`src/rtl/th_imem.sv`:
```
// Instruction-memory responder for the threaded TTA fetch path: loader-filled word array,
// in-order read responses. Define TH_IMEM_WAITSTATE_EN to add the IDLE/WAIT/RESP wait-state engine.
module th_imem #(
  parameter int ADDRESS = 10,
  parameter int MEMBITS = 4,
  parameter int WIDTH   = 32,
  parameter int WAIT    = 2
) (
  input  logic               clock,
  input  logic               reset_n,
  input  logic               enable_i,
  input  logic               m_read_i,
  output logic               m_rack_o,
  input  logic [ADDRESS-1:0] m_addr_i,
  output logic               m_ready_o,
  output logic [WIDTH-1:0]   m_data_o,
  input  logic               ld_write_i,
  input  logic [MEMBITS-1:0] ld_addr_i,
  input  logic [WIDTH-1:0]   ld_data_i,
  output logic               busy_o
);

  localparam int DEPTH = 2 ** MEMBITS;

  logic [WIDTH-1:0]   mem [DEPTH];
  logic [MEMBITS-1:0] req_idx;

  // Upper request address bits alias onto the array; they are intentionally ignored.
  logic unused_addr_hi;
  assign unused_addr_hi = ^m_addr_i[ADDRESS-1:MEMBITS];
  assign req_idx        = m_addr_i[MEMBITS-1:0];

  // NOTE: the array has no reset; contents are defined only by loader writes.
  always_ff @(posedge clock) begin
    if (ld_write_i) mem[ld_addr_i] <= ld_data_i;
  end

`ifdef TH_IMEM_WAITSTATE_EN

  typedef enum logic [1:0] {S_IDLE, S_WAIT, S_RESP} state_t;

  localparam int CNT_W = (WAIT > 0) ? $clog2(WAIT + 1) : 1;

  state_t             state;
  state_t             state_next;
  logic [CNT_W-1:0]   count;
  logic [MEMBITS-1:0] addr_q;
  logic [MEMBITS-1:0] rd_idx;
  logic               accept;
  logic               load_data;

  assign accept = m_read_i & enable_i & ~ld_write_i & reset_n & (state == S_IDLE);

  // NOTE: all sequential state uses non-blocking assignments so every flop samples pre-edge values.
  always_ff @(posedge clock) begin
    if (!reset_n) begin
      state  <= S_IDLE;
      count  <= '0;
      addr_q <= '0;
    end else begin
      state <= state_next;
      if (accept) begin
        count  <= CNT_W'(WAIT);
        addr_q <= req_idx;
      end else if (state == S_WAIT) begin
        count <= count - CNT_W'(1);
      end
    end
  end

  // The counter reaches zero on the same edge that enters RESP.
  always_comb begin
    state_next = state;
    case (state)
      S_IDLE: if (accept) state_next = (WAIT == 0) ? S_RESP : S_WAIT;
      S_WAIT: if (count == CNT_W'(1)) state_next = S_RESP;
      S_RESP: state_next = S_IDLE;
      default: state_next = S_IDLE;
    endcase
  end

  always_comb begin
    m_rack_o  = accept;
    m_ready_o = (state == S_RESP);
    busy_o    = (state != S_IDLE);
  end

  // The array is read on the RESP-entry edge, so late loader writes to the latched address are returned.
  assign load_data = (state_next == S_RESP) && (state != S_RESP);
  assign rd_idx    = (state == S_IDLE) ? req_idx : addr_q;

  always_ff @(posedge clock) begin
    if (!reset_n)       m_data_o <= '0;
    else if (load_data) m_data_o <= mem[rd_idx];
  end

`else

  logic accept_q;

  // WAIT only matters when wait states are compiled in.
  logic [31:0] unused_wait;
  assign unused_wait = 32'(WAIT);

  assign m_rack_o = m_read_i & enable_i & ~ld_write_i & reset_n;

  // NOTE: all sequential state uses non-blocking assignments so every flop samples pre-edge values.
  always_ff @(posedge clock) begin
    if (!reset_n) begin
      accept_q <= 1'b0;
      m_data_o <= '0;
    end else begin
      accept_q <= m_rack_o;
      if (m_rack_o) m_data_o <= mem[req_idx];
    end
  end

  assign m_ready_o = accept_q;
  assign busy_o    = accept_q;

`endif

endmodule

```
`config.mk`:
```
export PLATFORM = sky130hd
export DESIGN_NAME = th_imem
export DESIGN_NICKNAME = d
export VERILOG_FILES = /design/src/rtl/th_imem.sv
export SDC_FILE = /design/constraint.sdc
export NUM_CORES = 1
export LEC_CHECK = 0
export ABC_AREA = 1
export CAP_MARGIN = 20
export CORE_MARGIN = 4
export CORE_UTILIZATION = 46
export CTS_CLUSTER_DIAMETER = 60
export DETAILED_ROUTE_END_ITERATION = 6
export MAX_ROUTING_LAYER = met4
export PLACE_DENSITY_LB_ADDON = 0.08
export REMOVE_ABC_BUFFERS = 1
export SYNTH_ARGS = -nofsm -noshare
export SYNTH_HDL_FRONTEND = slang
export SYNTH_SLANG_ARGS = --single-unit
```
`constraint.sdc`:
```
create_clock -name clock -period 6.3 [get_ports clock]
set_clock_uncertainty 0.2 [all_clocks]
set_input_delay 1.575 -clock clock [delete_from_list [all_inputs] [get_ports clock]]
set_output_delay 1.575 -clock clock [all_outputs]
set_load 0.02 [all_outputs]
```
After elaboration in Yosys (flattened, before gate mapping)
Memories as Yosys holds them, arrays and structs flattened. A register that Yosys moved wholly into a read port is not among the register bits. Index checks and enable logic that the tools add are counted.

Add/sub/neg operators: 0. Multipliers: 0. Divide/modulo/power cells: 0. $lt $le $gt $ge: 0. Equal/unequal tests: 0. Shift operators: 0. Multiplexer cells: 2. Bitwise operators: 4. Reductions and logical operators: 1.

Operator list (count): $and A1 B1 Y1 (3); $mux W1 (2); $logic_not A1 Y1 (1); $not A1 Y1 (1).

Register bits after elaboration: 1. Latch bits: 0. Memory bits (writable): 512. Memory bits (read-only): 0. Input bits: 51. Output and inout port bits: 35. Logic and storage cells: 9. Memories: 1.

Memories: mem (depth 16, bits a word 32, read ports 1, clocked after memory_dff 1, write ports 1, line 25) `logic [WIDTH-1:0] mem [DEPTH];`.

Logic depth before layout (Yosys ltp)
Depth after elaboration: 3. Gate-level depth with buffers: 12. Mapped depth without buffers: 9.

Least setup slack after synthesis
No wires, ideal clock.

Kind: input port to output port. From: in reset_n. To: out m_rack_o. Arrival: 2292 ps. Data required time: 4525 ps. Setup slack: 2233 ps. Stages: 4. Buffers on the path: 3. Cell sequence: clkbuf_1 -> and3_1 -> buf_2 -> buf_2.

Cells in the longest elaborated chain, start to end: 1.

RTL lines: from (decl) (line 10) `input logic reset_n,`; $and A1 B1 Y1 (line 105) `assign m_rack_o = m_read_i & enable_i & ~ld_write_i & reset_n;`; to (decl) (line 13) `output logic m_rack_o,`.

Every way passes these cells.

Worst setup path in the final report
From: in ld_write_i. To: out m_rack_o.

Cells in the longest elaborated chain, start to end: 3.

RTL lines: from (decl) (line 17) `input logic ld_write_i,`; $not A1 Y1 (line 105); $and A1 B1 Y1 (2 in series) (line 105).

Every way passes these cells.

==> flow_summary.toml <==
[power]
power_frac_seq_pct = 52.8
power.leakage_uw = 0.0103
ir_worst_vdd_v = 0.000208
internal-power_uw = 5970
p_per_area_nw_per_um2 = 300
pwr-share-clk_pct = 40.9
p_sw_uw = 1720
switching_share_pct = 22.4
p_comb_share_pct = 6.4
power_uw = 7690

[route]
ant_nets = 0
vias = 14600
wl_per_cell_microns = 20.0
dr.pass1.iters = 5
drt_iter0_drc = 1254
routed_wirelength_microns = 57100
routed_via_density = 5.10
drc = 0

[synth]
synth_flop_cell = "edfxtp_1"
synth_top_area_cell = "edfxtp_1"
netlist_instances = 2094
seq_area_frac_synth_pct = 70.9
synth.avg_cell_area_sq_um = 10.8
synth_cell_type_count = 15
netlist_area_sq_um = 22600
yosysMostFrequentCell = "nand2_1"
ys_top_cells_by_area = "edfxtp_1 68%, nand2_1 14%, nand3_1 8.3%"
synthTopCellsByCount = "830 x nand2_1, 512 x edfxtp_1, 374 x nand3_1, 204 x inv_1, 56 x buf_2"
synth_warnings = 0
synth-seq-cells = 545
async_reset_ff_share_pct = 0
synth_edf_count = 512
synth_top_area_share_pct = 67.9

[floorplan]
die-area_sq_um = 52800
pin_count = 86
die_y_microns = 230
core_area_sq_um = 48700
num_rows = 81
initial_core_util_pct = 46.4
die_w_microns = 230

[timing]
max_freq_mhz = 205
slew_headroom_pct = 22.9
finalCritPeriodShare_pct = 77.3
hold_viol_final = 0
setup_tns_ps = 0
holdWs_ps = 271
setup_viol_count_final = 0
rsz0062_at_grt = "false"
maxSlewViolCount = 0
worstMarginPinSlew_ps = 1150
fin_crit_ps = 4870

[placed_design]
post_dp_cell_area_sq_um = 23900
portBuffers = 79
place_hpwl_microns = 28600
gp_congestion = 0.741

[global_route]
track_usage_pct = 22.3
grt_pass1_wl_microns = 86900
gr-total-overflow = 0
first_global_vias = 14200
antenna_found_initial = 2
grt_max_degree = 170

[clock_tree]
cts_tree = "yes"
clk_path_buf_depth = 3
cts_hold_buf = 0
cts_sinks = 545
cts_setup_buffers = 0
htree_levels = 2
cts_buffers = 57
clock_latency_ps = 610
clockRootBuffer = "clkbuf_16"
clkTransAtPathRegs_ps = 60
ctsResizeCount = 0

[finish]
nets = 2199
syn_to_final_growth_pct = 13.2
fillers = 4301
final_area_sq_um = 25600
fin_util_pct = 52.6
drive_above_1_share_pct = 6.15

[worst_setup_path]
arrival_ps = 3090
cp-end-kind = "output port"
cpMostUsedCell = "clkdlybuf4s50_1"
start_kind = "input port"
critPathKind = "in -> out"
r2r-start = "mem[6][30]$_DFFE_PP_"
cpPeakStageDelay_ps = 610
crit_path_top_delay_cell = "clkdlybuf4s50_1"
cp-startpoint = "ld_write_i"
cp_max_fo = 5
cp_data_required_time_ps = 4530
path_cells = "clkdlybuf4s50_1 -> nor2_1 -> and3_2 -> clkdlybuf4s50_1"

[flow_run]
maxCapViolCount = 0

[worst_hold_path]
min_from = "m_data_o[6]$_SDFFE_PN0P_"
worstHoldPathType = "reg -> reg"

[status]
status = "complete, no violations"
[layout make-up]
class	instances	area, sq um	share of cell area [%]
flip-flops and latches	545	16000	62.6
well taps	664	831	3.24
inverters	207	787	3.07
clock buffers	76	1580	6.17
clock inverters	29	160	0.625
diodes	2	5.00	0.0195
multi-input cells	1225	5190	20.3
repair buffers	112	1040	4.05
[cells by family after synthesis]
kind of cell,count (synthesis),synth area share [%]
buffers and inverters,324,6.74
and+or+nand+nor,1225,22.4
DFF,545,70.9
[per-stage QoR]
| stage | std cells | setup slack, ps |
|---|---|---|
| 3_3_place_gp | 2753 | 1460 |
| 4_1_cts | 2858 | 1440 |
| 6_report | 2860 | 1430 |
| 5_1_grt | 2859 | 1340 |
| 2_1_floorplan | 1977 | 2040 |
| 3_5_place_dp | 2753 | 1440 |
[cells in the final DEF (no fill, tap or decap), types with 5 or more instances in the layout]
cell / n
nand2_1: 830
edfxtp_1: 512
nand3_1: 374
inv_1: 202
clkdlybuf4s50_1: 74
clkbuf_16: 59
dfxtp_1: 33
buf_4: 33
clkinv_1: 17
nor2_4: 16
clkbuf_1: 13
clkinv_2: 10
clkbuf_8: 5
[registers in the layout (all words and copies together) (netlist names)]
name,count
mem,512
m_data_o,32
busy_o,1
[critical path: cells and delay by family]
family | cells | cell delay (ps)
buffers and inverters | 2 | 1110
and+or+nand+nor | 2 | 400
[power groups by stage]
stage / logic [uW] / registers, uW / clock network [uW]
finish: 491 / 4060 / 3140
global route: 548 / 4060 / 3350
CTS: 497 / 4060 / 3200
detailed placement: 495 / 4140 / 0
global placement: 489 / 4130 / 0
floorplan: 220 / 4150 / 0
[per-layer routing]
layer  share of wire, %  vias to the layer above  global-route usage (%)
met5                  0                        -                       -
met4                3.0                        0                    7.66
met3                5.1                      117                    3.17
met2                 49                      403                    36.5
met1                 43                     7019                    28.8
li1                   -                     7035                       -
[final timing paths]
path	end	slack, ps	depth (start not counted)
worst max-delay path	m_rack_o	1430	4
worst min-delay path	m_data_o[6]$_SDFFE_PN0P_	270	2
worst max register to register	m_data_o[30]$_SDFFE_PN0P_	4830	8
worst min register to register	m_data_o[6]$_SDFFE_PN0P_	270	2
No activity file was read; power rests on OpenSTA's default activity.
